--- config.mk ---
export PLATFORM = sky130hd
export DESIGN_NAME = fc_output_pack
export DESIGN_NICKNAME = d
export VERILOG_FILES = /design/src/rtl/fc_output_pack.sv
export SDC_FILE = /design/constraint.sdc
export NUM_CORES = 1
export LEC_CHECK = 0
export BUFFER_PORTS_ARGS = -buffer_cell sky130_fd_sc_hd__buf_2
export CAP_MARGIN = 20
export CORE_MARGIN = 5
export CORE_UTILIZATION = 35
export CTS_BUF_LIST = sky130_fd_sc_hd__clkbuf_8
export DETAILED_ROUTE_END_ITERATION = 8
export MAX_ROUTING_LAYER = met4
export PLACE_DENSITY = 0.62
export SLEW_MARGIN = 20
export SYNTH_ARGS = -nofsm -noshare
export SYNTH_HDL_FRONTEND = slang
export SYNTH_SLANG_ARGS = --single-unit
--- constraint.sdc ---
create_clock -name clk -period 3.24 [get_ports clk]
set_clock_uncertainty 0.2 [all_clocks]
set_input_delay 0.324 -clock clk [delete_from_list [all_inputs] [get_ports clk]]
set_output_delay 0.324 -clock clk [all_outputs]
set_load 0.03 [all_outputs]
--- src/rtl/fc_output_pack.sv ---
// Packs one frame of class scores from a serial byte stream into a wide result
// vector and tracks the winning class; malformed frames are dropped and flagged.
module fc_output_pack #(
  parameter int NUM_CLASSES   = 10,
  parameter bit SIGNED_SCORES = 1'b1
) (
  input  logic                     clk,
  input  logic                     rst,
  input  logic                     din_valid,
  input  logic [7:0]               din,
  input  logic                     din_last,
  output logic [8*NUM_CLASSES-1:0] dout,
  output logic                     dout_valid,
  output logic [3:0]               class_idx,
  output logic                     frame_err
);

  localparam int CW = (NUM_CLASSES > 1) ? $clog2(NUM_CLASSES) : 1;
  localparam int DW = 8 * NUM_CLASSES;

  logic [CW-1:0] cnt_q, cnt_d;
  logic [DW-1:0] shadow_q, shadow_d;
  logic [7:0]    max_val_q, max_val_d;
  logic [3:0]    max_idx_q, max_idx_d;
  logic [DW-1:0] dout_q, dout_d;
  logic          dout_valid_q, dout_valid_d;
  logic [3:0]    class_idx_q, class_idx_d;
  logic          frame_err_q, frame_err_d;

  logic          last_slot;
  logic          din_greater;
  logic          take_new;
  logic [7:0]    beat_max_val;
  logic [3:0]    beat_max_idx;
  logic [DW-1:0] shadow_ins;

  // Running argmax including the current beat; strict compare keeps ties on the lowest index.
  always_comb begin
    last_slot = (cnt_q == CW'(NUM_CLASSES - 1));
    if (SIGNED_SCORES) begin
      din_greater = ($signed(din) > $signed(max_val_q));
    end else begin
      din_greater = (din > max_val_q);
    end
    take_new     = (cnt_q == '0) || din_greater;
    beat_max_val = take_new ? din : max_val_q;
    beat_max_idx = take_new ? 4'(cnt_q) : max_idx_q;

    shadow_ins = shadow_q;
    for (int i = 0; i < NUM_CLASSES; i++) begin
      if (cnt_q == CW'(i)) begin
        shadow_ins[8*(NUM_CLASSES-1-i) +: 8] = din;
      end
    end
  end

  always_comb begin
    cnt_d        = cnt_q;
    shadow_d     = shadow_q;
    max_val_d    = max_val_q;
    max_idx_d    = max_idx_q;
    dout_d       = dout_q;
    dout_valid_d = 1'b0;
    class_idx_d  = class_idx_q;
    frame_err_d  = 1'b0;

    if (din_valid) begin
      if (din_last && last_slot) begin
        shadow_d     = shadow_ins;
        dout_d       = shadow_ins;
        class_idx_d  = beat_max_idx;
        dout_valid_d = 1'b1;
        cnt_d        = '0;
      end else if (din_last || last_slot) begin
        // Early or missing last: drop the partial frame, outputs keep the last good one.
        frame_err_d = 1'b1;
        cnt_d       = '0;
      end else begin
        shadow_d  = shadow_ins;
        max_val_d = beat_max_val;
        max_idx_d = beat_max_idx;
        cnt_d     = cnt_q + CW'(1);
      end
    end
  end

  always_ff @(posedge clk) begin
    if (rst) begin
      cnt_q        <= '0;
      shadow_q     <= '0;
      max_val_q    <= '0;
      max_idx_q    <= '0;
      dout_q       <= '0;
      dout_valid_q <= 1'b0;
      class_idx_q  <= '0;
      frame_err_q  <= 1'b0;
    end else begin
      cnt_q        <= cnt_d;
      shadow_q     <= shadow_d;
      max_val_q    <= max_val_d;
      max_idx_q    <= max_idx_d;
      dout_q       <= dout_d;
      dout_valid_q <= dout_valid_d;
      class_idx_q  <= class_idx_d;
      frame_err_q  <= frame_err_d;
    end
  end

  assign dout       = dout_q;
  assign dout_valid = dout_valid_q;
  assign class_idx  = class_idx_q;
  assign frame_err  = frame_err_q;

endmodule

==> summary.txt, run 1 <==
Power and ir drop
  • Cell leakage power: 3.02 nW
  • IR drop worst, VDD: 0.000206 V
  • Power density cells: 458 nW/um^2

Critical path
  • Largest fanout on the critical path: 43
  • Worst R2R Setup Slack: 500 ps
  • Slowest-stage cell, CP: and2_4
  • CP Launch Type: register
  • Worst setup path category: register to register
  • Critical path required time: 3410 ps
  • CP Capture Type: register
  • CP Cell Sequence: nor2b_1, nand2_4, inv_2, ha_1, and2_4, buf_4, nor2_1, a311oi_1
  • Max stage delay on crit path: 510 ps
  • CP arrival: between 2000 and 3000 ps

STA
  • Setup TNS: 0 ps
  • Setup repair after global routing missed its margin: false
  • Worst slew pin tran: a little over 1000 ps
  • Relative slew slack: 0.328
  • Final setup violation count: 0
  • Max Fclk: 365 MHz
  • Fin crit share: 0.846
  • Fin. Hold Viols: 0
  • Period minus WS final: 2740 ps
  • Hold Slack: 79.8 ps
  • Slew Viols, Final: 0

Floorplan
  • Starting density of the core: 0.357
  • I/O pin cnt: 98
  • Rows: 54
  • Die Span Y: 159 microns
  • Core Footprint: 21,900 sq um
  • Die area: 25,400 sq um
  • Chip Width: 159 microns

Route
  • DR DRC count: 0
  • Drt wl/cell: about 16 microns
  • Initial detailed-routing violation count: 471
  • Drt total wl: 20,600 microns
  • Antenna-violating nets left: 0
  • Drt via density: 5.14
  • Routed via count: 6,661
  • DRT Pass-1 Iters: 5

Clock network
  • Total clock sinks: roughly 180
  • H-tree depth: 4
  • Clk slew on worst S/H paths: about 90 ps
  • Longest Clk Path Bufs: 2
  • Clock buffer count from CTS: 17
  • Postcts setup bufs: 0
  • Clock root cell: clkbuf_8
  • CTS tree: built
  • Worst-skew pair later-pin latency: between 400 and 500 ps

Global routing
  • Largest net degree at the start of global routing: a little over 100
  • Vias in the first global route: between 6,000 and 7,000
  • Global-route wire length before repair: 33,400 microns
  • Initial antenna violation count: 0
  • Remaining global-route overflow: 0
  • Total track usage: 0.164

Yosys
  • Syn Area/Cell: 8.24 sq um
  • Flop and latch count out of synthesis: 182
  • Synth async-reset ratio: 0
  • Post-Syn Nets: ~980
  • Number of flops mapped to enable cells by yosys: 0
  • Seq/Total Area, Yosys: 0.466
  • Synth unique cells: 40
  • Synth Warn #: 0
  • Synth Flop Type: dfxtp_1
  • Netlist Area Pre-Place: just under 8000 sq um
  • Mapped Cells: about 950

Final layout
  • # diodes: 0
  • Fraction of layout cells with a size suffix above 1: 0.174
  • Non-filler cells, final: 1,295
  • Fillers: 2,273
  • Final layout net count: 1,029
  • Synthesis-to-layout area growth: 14.2%

Hold path
  • Class of the worst hold path: input port to register

Outcome
  • Status: complete, no violations

Place
  • Placed Cells: roughly 1,300
  • Post-DP HPWL: 12,900 microns
  • Port Buffer Count: 97
  • GPL Wtd Cong: 0.768

Flow run
  • Max cap viols: 0
sequential cells by signal, summed over array words and instances, names as in the netlist:
signal	cells
class_idx	4
cnt_q	4
dout	80
dout_valid	1
frame_err	1
max_idx_q	4
max_val_q	8
shadow_q	80
what timing repair did:
item | CTS | global route
hold endpoints to repair | 1 | 0
resized for setup | 0 | 0
hold buffers | 1 | 0
path summary, 6_finish.rpt:
path                      from           end  cells past startpoint
setup / recovery      cnt_q[3]      dout[33]                      8
hold / removal        din_last     frame_err                      3
setup reg to reg      cnt_q[3]      dout[33]                      8
hold reg to reg   shadow_q[69]  shadow_q[69]                      2
metrics by stage:
stage               instance area (sq um)  setup WS, ps   util  power, mW
global route                         8930           218  0.408       4.25
global placement                     8520           571  0.389       2.57
detailed placement                   8520           503  0.389       2.57
floorplan                            7820           469      -       2.49
finish                               8930           498  0.408       4.09
CTS                                  8930           468  0.408       4.13
report_power, final:
group | switching (mW) | internal [mW]
clock | 0.870 | 0.702
sequential | 0.00849 | 2.25
combinational | 0.186 | 0.0735
total | 1.06 | 3.02
kinds of logic (layout without fill, tap and decap cells):
kind of cell | after synthesis | count (layout) | share of synthesized area
multiplexers | 35 | 35 | 0.0448
XOR/XNOR | 2 | 2 | 0.00224
AO/OA/AOI/OAI | 231 | 231 | 0.194
adder cells (fa/ha/maj) | 15 | 15 | 0.0240
flip-flops | 182 | 182 | 0.466
AND/OR/NAND/NOR | 380 | 380 | 0.212
buffers and inverters | 104 | 170 | 0.0573
cells in the final DEF (no fill, tap or decap), types with 3 or more instances in the layout:
cell type and count:
buf_2 96, mux2i_1 35, clkinvlp_4 4, ha_1 15, nor2_2 7, o21ai_0 33
a211oi_1 27, nand2_1 192, a21oi_1 82, inv_1 15, and3_1 3, nand2b_1 23
a311oi_1 60, o21ai_1 17, nor2b_1 4, dfxtp_1 182, nor2_1 88, nand4_1 6
buf_12 5, buf_4 20, nand3_1 40, inv_6 4, nand2_2 5, clkbuf_8 17
and2_1 4
layer usage:
layer | vias to the layer above | global-route usage | routed length [microns]
met3 | 29 | 0.0339 | 886
met4 | 0 | 0.0527 | 360
met5 | - | - | 0
li1 | 3389 | - | -
met1 | 3111 | 0.217 | 9750
met2 | 132 | 0.252 | 9580
layout make-up:
class                   count  area, sq um  area share
multi-input cells         663         3730       0.418
flip-flops and latches    182         3640       0.408
repair buffers            122          741      0.0830
well taps                 280          350      0.0392
clock buffers              17          234      0.0262
clock inverters            15          166      0.0186
inverters                  16         60.1     0.00673
cell usage after synthesis (4+ instances only):
| cell | instances | area (sq um) |
|---|---|---|
| a311oi_1 | 60 | 526 |
| nand2_1 | 192 | 721 |
| nand2_2 | 5 | 31.3 |
| nand2b_1 | 24 | 150 |
| nand4_1 | 6 | 37.5 |
| and2_1 | 5 | 31.3 |
| dfxtp_1 | 182 | 3640 |
| nor2_2 | 7 | 43.8 |
| inv_1 | 15 | 56.3 |
| nor2_1 | 88 | 330 |
| nor2b_1 | 5 | 31.3 |
| nand3_1 | 40 | 200 |
| a211oi_1 | 27 | 203 |
| ha_1 | 15 | 188 |
| buf_2 | 31 | 155 |
| o21ai_1 | 17 | 85.1 |
| o21ai_0 | 33 | 165 |
| a21oi_1 | 82 | 410 |
| buf_1 | 4 | 15.0 |
| mux2i_1 | 35 | 350 |
| clkbuf_1 | 50 | 188 |
worst max-delay path: cells and delay by family, from the launching register on:
family	cells	cell delay [ps]
and+or+nand+nor	4	1060
DFF	1	460
AOI/OAI and AO/OA	1	260
buffers and inverters	2	460
adders and majority gates	1	200
No activity file was read; power rests on OpenSTA's default activity.
==> run 2, diff against run 1 <==
--- a/config.mk
+++ b/config.mk
@@ -12,7 +12,7 @@
 export CTS_BUF_LIST = sky130_fd_sc_hd__clkbuf_8
 export DETAILED_ROUTE_END_ITERATION = 8
 export MAX_ROUTING_LAYER = met4
-export PLACE_DENSITY = 0.62
+export PLACE_DENSITY = 0.64
 export SLEW_MARGIN = 20
 export SYNTH_ARGS = -nofsm -noshare
 export SYNTH_HDL_FRONTEND = slang
==> constraint.sdc (replaced) <==
create_clock -name clk -period 2.25 [get_ports clk]
set_clock_uncertainty 0.2 [all_clocks]
set_input_delay 0.225 -clock clk [delete_from_list [all_inputs] [get_ports clk]]
set_output_delay 0.225 -clock clk [all_outputs]
set_load 0.03 [all_outputs]
==> summary.txt, run 2 (synthesized netlist as in run 1, its figures left out) <==
Outcome
  • Status: complete, no violations (unchanged)

Final layout
  • Synthesis-to-layout area growth: 17.7% (was 14.2%)
  • # diodes: 0 (unchanged)
  • Commonest cells after routing, fill and taps aside: nand2_1 (192), dfxtp_1 (178), buf_2 (96) (was nand2_1 (192), dfxtp_1 (182), buf_2 (96))
  • Fraction of layout cells with a size suffix above 1: 0.202 (was 0.174)
  • Commonest non-fill, non-tap cell in the layout: nand2_1 (unchanged)
  • Final layout net count: 1,051 (was 1,029)
  • Fillers: 2,258 (was 2,273)

Route
  • Routed via count: 6,731 (was 6,661)
  • Antenna-violating nets left: 0 (unchanged)
  • Drt wl/cell: 15.6 microns (was 15.9 microns)
  • Drt total wl: 20,500 microns (was 20,600 microns)
  • Drt via density: 5.11 (was 5.14)
  • Initial detailed-routing violation count: 375 (was 471)
  • DR DRC count: 0 (unchanged)
  • DRT Pass-1 Iters: 8 (was 5)

Power and ir drop
  • Power density cells: 640 nW/um^2 (was 458 nW/um^2)
  • Cell leakage power: 3.13 nW (was 3.02 nW)
  • IR drop worst, VDD: 0.000261 V (was 0.000206 V)

Critical path
  • Worst path bufs/invs: 2 (unchanged)
  • Slowest-stage cell, CP: a211o_4 (was and2_4)
  • CP Cell Sequence: inv_1, ha_4, nor2b_2, o211ai_1, a211o_4, a31oi_4, buf_12, mux2i_1 (was nor2b_1, nand2_4, inv_2, ha_1, and2_4, buf_4, nor2_1, a311oi_1)
  • Largest fanout on the critical path: 8 (was 43)
  • Worst setup path category: register to register (unchanged)
  • CP arrival: 2340 ps (was 2910 ps)
  • Critical path required time: 2450 ps (was 3410 ps)
  • Crit-path leading delay family: compound AO/OA/AOI/OAI gates (was simple AND/OR/NAND/NOR gates)
  • CP Capture Type: register (unchanged)
  • CP Launch Type: register (unchanged)
  • Max stage delay on crit path: 380 ps (was 510 ps)

Clock network
  • Clk slew on worst S/H paths: 110 ps (was 90 ps)
  • Worst-skew pair later-pin latency: 470 ps (about the same)
  • CTS tree: built (unchanged)
  • Longest Clk Path Bufs: 2 (unchanged)
  • Total clock sinks: 182 (unchanged)
  • H-tree depth: 4 (unchanged)
  • Clock buffer count from CTS: 17 (unchanged)
  • Clock root cell: clkbuf_8 (unchanged)

STA
  • Fin. Hold Viols: 0 (unchanged)
  • Slew Viols, Final: 0 (unchanged)
  • Hold Slack: 79.8 ps (about the same)
  • Setup ws final: 106 ps (was 498 ps)
  • Setup TNS: 0 ps (unchanged)
  • Period minus WS final: 2140 ps (was 2740 ps)
  • Setup repair after global routing missed its margin: false (unchanged)
  • Relative slew slack: 0.694 (was 0.328)
  • Fin crit share: 0.953 (was 0.846)
  • Final setup violation count: 0 (unchanged)
  • Max Fclk: 466 MHz (was 365 MHz)
  • Worst slew pin tran: 460 ps (was 1010 ps)

Place
  • Pre-CTS setup slack: 80.8 ps (was 503 ps)
  • Post-DP HPWL: 13,000 microns (was 12,900 microns)
  • GPL Wtd Cong: 0.797 (was 0.768)
  • Port Buffer Count: 97 (unchanged)

Global routing
  • Global-route wire length before repair: 33,200 microns (was 33,400 microns)
  • Initial antenna violation count: 0 (unchanged)
  • Remaining global-route overflow: 0 (unchanged)
  • Total track usage: 0.163 (was 0.164)
  • Vias in the first global route: 6,237 (was 6,140)
  • Largest net degree at the start of global routing: 89 (was 101)

Floorplan
  • Die Span Y: 159 microns (unchanged)
  • Starting density of the core: 0.357 (unchanged)
  • Chip Width: 159 microns (unchanged)
  • Rows: 54 (unchanged)
  • Die area: 25,400 sq um (unchanged)
  • Core Footprint: 21,900 sq um (unchanged)
  • I/O pin cnt: 98 (unchanged)

Flow run
  • Max cap viols: 0 (unchanged)

Hold path
  • Class of the worst hold path: input port to register (unchanged)
-- run 2: cell types whose count changed in the layout (fill, tap and decap cells not counted), moves of 3 or more --
cell	previous run	this run
buf_4	20	37
dfxtp_1	182	178
dfxtp_2	0	4
nor2_2	7	1
nor2_4	0	7
clkinv_2	2	5
ha_1	15	12
-- run 2: metrics by stage --
stage          cells  cell area [sq um]  total power, mW  utilization
2_1_floorplan    949               7890             3.59            -
3_3_place_gp    1281               8730             3.73        0.399
3_5_place_dp    1281               8730             3.73        0.399
4_1_cts         1316               9140             5.94        0.418
5_1_grt         1317               9200             6.14        0.420
6_report        1317               9200             5.89        0.420
-- run 2: layout make-up --
cell class,count,area [sq um],share of cell area
multi-input combinational,663,3810,0.414
inverter,16,60.1,0.00653
clock inverter,15,154,0.0167
sequential,182,3650,0.397
tap,280,350,0.0381
clock buffer,17,234,0.0254
timing repair buffer,144,940,0.102
-- run 2: tightest hold or removal path, stage by stage --
cell and delay (ps):
buf_2 110, buf_4 240, nand2_1 90, a21oi_1 50
-- run 2: what timing repair did --
| action | in CTS | in global routing |
|---|---|---|
| buffers inserted | 0 | 1 |
| resized for setup | 0 | 11 |
| setup endpoints to repair | 0 | 51 |
| hold buffers | 3 | 0 |
| endpoints found under the hold margin | 20 | 0 |
-- run 2: path summary, 6_finish.rpt --
path | startpoint | endpoint | slack [ps] | cells past startpoint
min | din[2] | shadow_q[10] | 80 | 4
min reg2reg | shadow_q[49] | shadow_q[49] | 260 | 2
max | max_val_q[1] | max_val_q[1] | 110 | 8
max reg2reg | max_val_q[1] | max_val_q[1] | 110 | 8
-- run 2: routing by layer --
layer | up-vias | wire [microns] | track usage
li1 | 3448 | - | -
met1 | 3121 | 9850 | 0.213
met2 | 137 | 9490 | 0.252
met3 | 25 | 823 | 0.0339
met4 | 0 | 373 | 0.0543
met5 | - | 0 | -
-- run 2: power breakdown --
| part | total (mW) | switching [mW] | internal (mW) | leakage [nW] |
|---|---|---|---|---|
| clock | 2.22 | 1.23 | 0.992 | 0.194 |
| combinational | 0.418 | 0.281 | 0.137 | 1.47 |
| sequential | 3.25 | 0.0111 | 3.24 | 1.47 |
